### src/rtl/uart_tx_arbiter.sv
// uart_tx_arbiter: round-robin arbiter that lets several byte-stream
// requesters share one UART transmitter. A requester keeps the grant for
// a whole packet (until a byte marked last is sent). A holder that goes
// quiet mid-packet loses the grant after HOLD_TIMEOUT idle cycles.
module uart_tx_arbiter #(
  parameter int NUM_REQ      = 4,
  parameter int HOLD_TIMEOUT = 255
) (
  input  logic                 clock,
  input  logic                 reset_n,
  input  logic [NUM_REQ-1:0]   req_valid,
  input  logic [8*NUM_REQ-1:0] req_data,
  input  logic [NUM_REQ-1:0]   req_last,
  output logic [NUM_REQ-1:0]   req_ack,
  output logic                 tx_isNew,
  output logic [7:0]           tx_message,
  input  logic                 tx_ready,
  output logic [2:0]           grant_id,
  output logic                 busy,
  output logic                 timeout_pulse
);

  localparam logic [3:0] NUM_REQ_W     = 4'(NUM_REQ);
  localparam logic [7:0] TIMEOUT_LIMIT = 8'(HOLD_TIMEOUT);

  typedef enum logic [2:0] {
    S_IDLE      = 3'd0,
    S_GRANT     = 3'd1,
    S_LOAD      = 3'd2,
    S_WAIT_LOW  = 3'd3,
    S_WAIT_HIGH = 3'd4,
    S_HOLD      = 3'd5
  } state_t;

  state_t      state, state_n;
  logic [2:0]  grant_q, grant_n;
  logic [2:0]  rr_ptr, rr_n;
  logic [7:0]  byte_q, byte_n;
  logic        last_q, last_n;
  logic        pkt_open, open_n;
  logic [7:0]  hold_cnt, cnt_n;
  logic        timeout_q, timeout_n;

  logic        holder_valid;
  logic        holder_last;
  logic [7:0]  holder_data;
  logic [2:0]  rr_winner;
  logic        rr_found;
  logic [3:0]  rr_sum;
  logic [3:0]  rr_idx;
  logic [3:0]  ptr_sum;
  logic [2:0]  next_ptr;
  logic [7:0]  cnt_inc;

  // Select the current holder's inputs and raise its ack while in GRANT.
  always_comb begin
    holder_valid = 1'b0;
    holder_last  = 1'b0;
    holder_data  = 8'd0;
    req_ack      = '0;
    for (int i = 0; i < NUM_REQ; i++) begin
      if (grant_q == 3'(i)) begin
        holder_valid = req_valid[i];
        holder_last  = req_last[i];
        holder_data  = req_data[8*i +: 8];
      end else begin
        holder_valid = holder_valid;
      end
      req_ack[i] = (state == S_GRANT) && (grant_q == 3'(i)) && req_valid[i];
    end
  end

  // Round-robin search: first valid requester starting at rr_ptr, wrapping.
  always_comb begin
    rr_winner = 3'd0;
    rr_found  = 1'b0;
    rr_sum    = 4'd0;
    rr_idx    = 4'd0;
    for (int k = 0; k < NUM_REQ; k++) begin
      rr_sum = {1'b0, rr_ptr} + 4'(k);
      rr_idx = (rr_sum >= NUM_REQ_W) ? (rr_sum - NUM_REQ_W) : rr_sum;
      for (int i = 0; i < NUM_REQ; i++) begin
        if (!rr_found && (rr_idx == 4'(i)) && req_valid[i]) begin
          rr_winner = 3'(i);
          rr_found  = 1'b1;
        end else begin
          rr_found  = rr_found;
        end
      end
    end
  end

  // Pointer one past the holder, and the incremented hold counter.
  always_comb begin
    ptr_sum  = {1'b0, grant_q} + 4'd1;
    next_ptr = (ptr_sum >= NUM_REQ_W) ? 3'd0 : ptr_sum[2:0];
    cnt_inc  = hold_cnt + 8'd1;
  end

  // Next-state and next-register logic; every register holds by default.
  always_comb begin
    state_n   = state;
    grant_n   = grant_q;
    rr_n      = rr_ptr;
    byte_n    = byte_q;
    last_n    = last_q;
    open_n    = pkt_open;
    cnt_n     = hold_cnt;
    timeout_n = 1'b0;
    case (state)
      S_IDLE: begin
        if (tx_ready && (|req_valid)) begin
          grant_n = rr_winner;
          state_n = S_GRANT;
        end else begin
          state_n = S_IDLE;
        end
      end
      S_GRANT: begin
        if (holder_valid) begin
          byte_n  = holder_data;
          last_n  = holder_last;
          state_n = S_LOAD;
        end else if (pkt_open) begin
          state_n = S_HOLD;
        end else begin
          state_n = S_IDLE;
        end
      end
      S_LOAD: begin
        state_n = S_WAIT_LOW;
      end
      S_WAIT_LOW: begin
        // Wait for the transmitter to take the byte before looking for done.
        if (!tx_ready) begin
          state_n = S_WAIT_HIGH;
        end else begin
          state_n = S_WAIT_LOW;
        end
      end
      S_WAIT_HIGH: begin
        if (tx_ready) begin
          if (last_q) begin
            open_n  = 1'b0;
            rr_n    = next_ptr;
            state_n = S_IDLE;
          end else begin
            open_n  = 1'b1;
            state_n = S_HOLD;
          end
        end else begin
          state_n = S_WAIT_HIGH;
        end
      end
      S_HOLD: begin
        if (holder_valid) begin
          cnt_n   = 8'd0;
          state_n = S_GRANT;
        end else if (cnt_inc == TIMEOUT_LIMIT) begin
          cnt_n     = 8'd0;
          timeout_n = 1'b1;
          open_n    = 1'b0;
          rr_n      = next_ptr;
          state_n   = S_IDLE;
        end else begin
          cnt_n   = cnt_inc;
          state_n = S_HOLD;
        end
      end
      default: begin
        state_n = S_IDLE;
        open_n  = 1'b0;
        cnt_n   = 8'd0;
      end
    endcase
  end

  // FSM state register.
  always_ff @(posedge clock or negedge reset_n) begin
    if (!reset_n) begin
      state <= S_IDLE;
    end else begin
      state <= state_n;
    end
  end

  // Grant, pointer, captured byte, packet and timeout registers.
  always_ff @(posedge clock or negedge reset_n) begin
    if (!reset_n) begin
      grant_q   <= 3'd0;
      rr_ptr    <= 3'd0;
      byte_q    <= 8'd0;
      last_q    <= 1'b0;
      pkt_open  <= 1'b0;
      hold_cnt  <= 8'd0;
      timeout_q <= 1'b0;
    end else begin
      grant_q   <= grant_n;
      rr_ptr    <= rr_n;
      byte_q    <= byte_n;
      last_q    <= last_n;
      pkt_open  <= open_n;
      hold_cnt  <= cnt_n;
      timeout_q <= timeout_n;
    end
  end

  assign tx_isNew      = (state == S_LOAD);
  assign tx_message    = byte_q;
  assign grant_id      = grant_q;
  assign busy          = (state != S_IDLE);
  assign timeout_pulse = timeout_q;

endmodule

### config.mk
export PLATFORM = sky130hd
export DESIGN_NAME = uart_tx_arbiter
export DESIGN_NICKNAME = d
export VERILOG_FILES = /design/src/rtl/uart_tx_arbiter.sv
export SDC_FILE = /design/constraint.sdc
export NUM_CORES = 1
export LEC_CHECK = 0
export ABC_AREA = 1
export CAP_MARGIN = 20
export CORE_MARGIN = 5
export CORE_UTILIZATION = 30
export DETAILED_ROUTE_END_ITERATION = 10
export SYNTH_ARGS = -nofsm -noshare
export SYNTH_HDL_FRONTEND = slang
export SYNTH_SLANG_ARGS = --single-unit
### constraint.sdc
create_clock -name clock -period 2.85 [get_ports clock]
set_clock_uncertainty 0.05 [all_clocks]
set_input_delay 0.57 -clock clock [delete_from_list [all_inputs] [get_ports clock]]
set_output_delay 0.57 -clock clock [all_outputs]
set_load 0.1 [all_outputs]
After elaboration in Yosys (flattened, before gate mapping)
Cells that the tools add are included.
Storage, ports and cells
  register bits: 28
  output and inout port bits: 18
  word-level logic and storage cells: 190
Cells by class
  $add $sub $neg: 9
  order comparisons: 5
  equal/unequal tests: 25
  multiplexer cells: 72
  bitwise operators: 1
  reductions and logical operators: 70
Operators by type and width (count)
  $mux 3: 26
  $mux 8: 6
  $logic_and 1x1->1: 40
  $eq 4x2->1 const B: 8
  $mux 1: 32
  $pmux 3 s6: 1
  $eq 4x1->1 const B: 4
  $ge 4x3->1 const B: 4
  $logic_not 4->1: 4
  $mux 4: 4
  $pmux 8 s2: 1
  $logic_not 1->1: 15
  $eq 3x2->1 const B: 4
  $sub 4x3->4 const B: 3
  $add 3x1->4 const B: 2
  $add 3x2->4 const B: 2
  $add 8x1->8 const B: 1
  $eq 8x8->1 const B: 1
  $ne 2x2->1 const B: 4
  $reduce_or 4->1: 2
  $eq 3x1->1 const B: 2
  $eq 3x3->1 const B: 2
  $logic_not 3->1: 2
  $pmux 3 s2: 1
  10 further kinds: 11

Depth between registers and ports, before layout
Gate-level depths: netlist of the first run.
  depth after elaboration: 65
  depth in mapped cells: 19
  mapped depth without buffers: 19

Least setup slack after synthesis of the first run
OpenSTA, ideal clock, no wires.
  kind: reg2out
  from: reg grant_q[0] (netlist: grant_id[0])
  to: out req_ack[1]
  data arrival time: 3.936 ns
  path slack: -1.706 ns
  cell stages (with the launch flop): 5
  buffers on the path: 1
  cells stage by stage: dfrtp_1 > ha_1 > clkbuf_1 > clkinv_1 > nor3_1
Between the ends
  cells in the longest elaborated chain, start to end: 3
RTL lines
  start, declared: RTL line 36  | logic [2:0] grant_q, grant_n;
  start signal, assigned: RTL line 198  | grant_q <= grant_n;
  $eq 3x1->1: RTL line 69  | req_ack[i] = (state == S_GRANT) && (grant_q == 3'(i)) && req_valid[i];
  $logic_and 1x1->1 (2 in a row): RTL line 69
  end, declared: RTL line 14  | output logic [NUM_REQ-1:0] req_ack,
Every way passes these cells.

Worst setup path after layout of the first run
  from: reg grant_q[1] (netlist: grant_id[1])
  to: out req_ack[1]
Same word-level chain as after synthesis.

==> results of run 1 <==
## worst min-delay path by stage
| stage | slack [ns] | to | startpoint | depth (start not counted) |
|---|---|---|---|---|
| 6_report | 0.49 | tx_message[1] | tx_message[1] | 2 |
| 3_5_place_dp | 0.48 | hold_cnt[7] | hold_cnt[7] | 2 |
| 5_1_grt | 0.53 | tx_message[5] | tx_message[5] | 2 |
| 2_1_floorplan | 0.22 | grant_id[0] | reset_n | 0 |
| 4_1_cts | 0.50 | hold_cnt[7] | hold_cnt[7] | 2 |
| 3_3_place_gp | 0.46 | tx_message[5] | tx_message[5] | 2 |
## sequential cells by signal, indices dropped and copies added (netlist names)
name / count
last_q: 1
hold_cnt: 8
rr_ptr: 3
grant_id: 2
timeout_pulse: 1
state: 3
pkt_open: 1
tx_message: 8
## cell type report
type / instances / area [sq um]
sequential: 27 / 678
tap: 96 / 120
multi-input combinational: 227 / 1300
clock buffer: 4 / 45.0
timing repair buffer: 66 / 651
inverter: 44 / 166
fill: 701 / 3910
## per-layer routing
layer,GRT usage,share of wire
met5,0,0
met4,0.0288,0.0071
met3,0.0191,0.066
met2,0.212,0.46
met1,0.171,0.46
## Yosys cell counts (all sizes together)
master and number:
nand3 32, ha 10, nand2 50, o31ai 1
inv 41, a31oi 1, o21ai 32, xor2 4
o22ai 1, o21a 1, nor4 1, nand4 6
conb 1, xnor2 2, nor2 49, o2111ai 2
dfrtp 27, and3 1, nand3b 3, nor3 10
o211ai 1, a21oi 19, clkinv 3, buf 4
clkbuf 5
## per-stage QoR
stage	area [sq um]	instances	setup WS, ns	total power [uW]	utilization
2_1_floorplan	2180	307	-0.148	2460	-
3_3_place_gp	2910	460	0.332	3010	0.424
3_5_place_dp	2910	460	0.262	3020	0.424
4_1_cts	2960	464	0.367	3240	0.431
5_1_grt	2960	464	0.148	3490	0.431
6_report	2960	464	0.401	3200	0.431
## power by group through the flow
| stage | logic [uW] | clock network [uW] | registers (uW) |
|---|---|---|---|
| 2_1_floorplan | 1320 | 0 | 1150 |
| 3_3_place_gp | 2340 | 0 | 662 |
| 3_5_place_dp | 2360 | 0 | 663 |
| 4_1_cts | 2370 | 221 | 656 |
| 5_1_grt | 2580 | 234 | 680 |
| 6_report | 2340 | 211 | 655 |
## cells by family (layout without fill, tap and decap cells)
logic type                 Yosys count  count (layout)  synth area share
and+or+nand+nor                    152             152             0.354
AOI/OAI and AO/OA                   58              58             0.150
buffers and inverters               53             114            0.0968
DFF                                 27              27             0.315
adders and majority gates           10              10            0.0583
xor gates and xnor gates             6               6            0.0245
other                                1               1           0.00175
## worst max-delay path, delay by kind of cell, from the launching register on
kind | cells | cell delay [ns]
AND/OR/NAND/NOR | 1 | 0.29
adder cells (fa/ha/maj) | 1 | 0.23
flip-flops | 1 | 0.45
buffers and inverters | 3 | 0.60
==> flow_summary.ini, run 1 <==
[run_status]
status = finished clean

[cts]
hold_buffers = 0
clk_transition_reported_paths_ns = 0.09
numCtsBuffers = 3
cts_root_buf = clkbuf_8
cts_sinks = 27
cts_setup_buffers = 0
clk_path_buf_depth = 2
clock_latency_ns = 0.26
cts_resized = 0
cts_tree = built
cts-htree-levels = 1

[yosys]
ys_ff_latch = 27
ys.warnings.count = 0
synth_area_leaders = dfrtp_1 (31%), nand2_1 (8.6%), nor2_1 (6.8%), nand3_1 (6.5%), inv_1 (6.3%)
ys_seq_area_frac = 0.315
syn_area_per_cell_sq_um = 6.99
syn-cell-area_sq_mm = 0.00215
ys_types = 38
yosysTopAreaCell = dfrtp_1
synth_top_area_share = 0.315
synth_nets = 360
synthCells = 307

[power_and_ir_drop]
power.share.combinational = 0.730
switching_share = 0.592
clkPwrFrac = 0.066
p_seq_frac = 0.204
intPower_uw = 1310
leakagePower_uw = 0.00135
peakVddDrop_uv = 354
power.switching_uw = 1900
p_per_area_mw_per_mm2 = 1080

[timing]
setup_violations = 0
whs_ns = 0.491
worst_pin_slew_ns = 0.812
post-route-period-util = 0.859
drv_slew = 0
slew_headroom = 0.457
min_period_ns = 2.45
hold_viol = 0
fmax_mhz = 408
fin_tns_setup_ns = 0
grt_setup_unrepaired = no

[placed_design]
io_buffers = 59
place_hpwl_microns = 4610
place_congestion = 0.863

[detailed_routing]
detail-route-antenna-nets = 0
drt_iter0_markers = 102
drc = 0
vias = 2167
dr.pass1.iters = 4
routed_wl_microns = 5650
avgRoutedWirePerCell_microns = 12.2
via_per_inst = 4.67

[grt]
grt_pass1_wl_microns = 9320
antenna_found_initial = 0
gr-total-overflow = 0
grt_start_max_net_pins = 22
grt_pass1_vias = 2058
grt_usage = 0.126

[floorplanning]
die_area_sq_mm = 0.00894
fp.dieH_microns = 94.6
io_pins = 61
core_area_sq_mm = 0.00687
start_util = 0.312
die_w_microns = 94.6
placementRows = 30

[setup_path]
r2r_slack_ns = 0.44
rr_startpoint = rr_ptr[1]
worstPathArrival_ns = 1.83
cpPeakStageDelay_ns = 0.45
crit_chain = inv_1 > ha_1 > clkinv_1 > nor3_4 > buf_12
cp_slowest_cell = dfrtp_2
critPathCaptureType = output port
worstSetupPathType = reg -> out
endpoint = req_ack[1]
crit_fanout = 10
reg2regPathDepth = 18
crit_path_start = grant_id[1]
crit_required_ns = 2.23
r2r-end = grant_id[0]
cp-start-kind = flop

[final_layout]
area_growth_pct = 37.9
nets = 422
antennaDiodeCount = 0
final_cell_mix = nand2_1 (49), clkdlybuf4s50_1 (42), nor2_1 (38)
layout-drive-gt1-share = 0.166
layout_commonest_cell = nand2_1

[flow_run]
drv_cap = 0

[worst_hold_path]
hp-class = reg -> reg
Note: power is estimated with default switching activity, not from simulation.
==> run 2: changes to the inputs <==
==> constraint.sdc (replaced) <==
create_clock -name clock -period 2.85 [get_ports clock]
set_clock_uncertainty 0.05 [all_clocks]
set_input_delay 0.855 -clock clock [delete_from_list [all_inputs] [get_ports clock]]
set_output_delay 0.855 -clock clock [all_outputs]
set_load 0.1 [all_outputs]
==> run 2 against run 1 <==
Against the previous run:
- fmax fell by 12%
- non-clock buffer count is 5 higher
- combinational power is essentially flat
- sequential cell count stayed put
==> flow_summary.ini, run 2 (synthesis results as in run 1) <==
[run_status]
status = finished clean

[cts]
cts_resized = 0
hold_buffers = 0
clock_latency_ns = 0.27
clk_path_buf_depth = 2
clk_transition_reported_paths_ns = 0.09
cts_root_buf = clkbuf_8
cts_setup_buffers = 0
numCtsBuffers = 3
cts-htree-levels = 1
cts_tree = built
cts_sinks = 27

[floorplanning]
fp.dieH_microns = 94.6
die_area_sq_mm = 0.00894
io_pins = 61
core_area_sq_mm = 0.00687
start_util = 0.312
die_w_microns = 94.6
placementRows = 30

[timing]
setup_violations = 0
grt_setup_unrepaired = no
worst_pin_slew_ns = 0.800
post-route-period-util = 0.982
hold_viol = 0
min_period_ns = 2.80
drv_slew = 0
whs_ns = 0.484
fmax_mhz = 357
slew_headroom = 0.465
fin_ws_ns = 0.0519

[setup_path]
crit_chain = clkdlybuf4s50_1 > inv_1 > nor3_4 > buf_12
crit_required_ns = 1.95
crit_cells = 4
crit_path_start = req_valid[3]
worstPathArrival_ns = 1.89
worstSetupPathType = in -> out
rr_startpoint = rr_ptr[1]
worst-path-buf-inv = 3
crit_fanout = 2
critPathCaptureType = output port
r2r_slack_ns = 0.41
crit_family = buffers and inverters
r2r-end = grant_id[0]
cp_slowest_cell = clkdlybuf4s50_1
cp-start-kind = input port
endpoint = req_ack[3]
reg2regPathDepth = 18
cpPeakStageDelay_ns = 0.50

[detailed_routing]
drc = 0
routed_wl_microns = 5800
dr.pass1.iters = 5
detail-route-antenna-nets = 0
vias = 2174
drt_iter0_markers = 53
avgRoutedWirePerCell_microns = 12.4
via_per_inst = 4.64

[grt]
grt_pass1_wl_microns = 9290
grt_pass1_vias = 2028
gr-total-overflow = 0
antenna_found_initial = 0
grt_usage = 0.127
grt_start_max_net_pins = 28

[power_and_ir_drop]
p_per_area_mw_per_mm2 = 1080
total_power_uw = 3240
leakagePower_uw = 0.00138
peakVddDrop_uv = 367

[placed_design]
placed_cell_area_sq_mm = 0.00296
dp.cells = 465
place_hpwl_microns = 4730
dp_worst_setup_slack_ns = 0.0434
place_congestion = 0.874
io_buffers = 59

[final_layout]
layout_commonest_cell = nand2_1
antennaDiodeCount = 0
layout-drive-gt1-share = 0.185
final_cell_mix = nand2_1 (49), clkdlybuf4s50_1 (42), nor2_1 (37)
final_cells = 469
post-route-cell-area_sq_mm = 0.00301
area_growth_pct = 40.2
nets = 427

[worst_hold_path]
hp-class = reg -> reg

[flow_run]
drv_cap = 0
run 2: layer usage:
layer | routed length, microns | share of wire | GRT usage
met5 | 0 | 0 | 0
met4 | 21 | 0.0036 | 0.0264
met3 | 364 | 0.063 | 0.0191
met2 | 2530 | 0.44 | 0.207
met1 | 2880 | 0.50 | 0.177
run 2: area by class of cell:
type | instances | area (sq um)
clock buffers | 3 | 41.3
clock inverters | 1 | 5.00
fillers | 730 | 3860
inverters | 44 | 168
multi-input cells | 227 | 1310
flip-flops and latches | 27 | 681
well taps | 96 | 120
repair buffers | 71 | 688
run 2: worst reg2reg max path: cells and delay by family, from the launching register on:
family	cells	cell delay (ns)
and+or+nand+nor	12	1.03
DFF	1	0.45
AOI/OAI and AO/OA	2	0.32
adders and majority gates	1	0.27
buffers and inverters	3	0.20
run 2: report_power, final:
group          leakage (uW)  switching, uW  internal (uW)
Combinational       0.00101           1680            686
Clock             0.0000255            116           97.8
Sequential         0.000337            127            533
Total               0.00138           1920           1320
run 2: through the flow:
step	TNS, ns	util
5_1_grt	0	0.438
3_3_place_gp	0	0.431
2_1_floorplan	-0.295	-
4_1_cts	0	0.438
3_5_place_dp	0	0.431
6_report	0	0.438
run 2: how the worst min path moves through the flow:
stage	start	to	slack, ns	depth (start not counted)
after global routing	tx_message[7]	tx_message[7]	0.52	2
after detailed placement	tx_message[0]	tx_message[0]	0.47	2
after global placement	tx_message[5]	tx_message[5]	0.46	2
final	tx_message[0]	tx_message[0]	0.48	2
after CTS	tx_message[0]	tx_message[0]	0.49	2
after floorplan	last_q	last_q	0.45	2
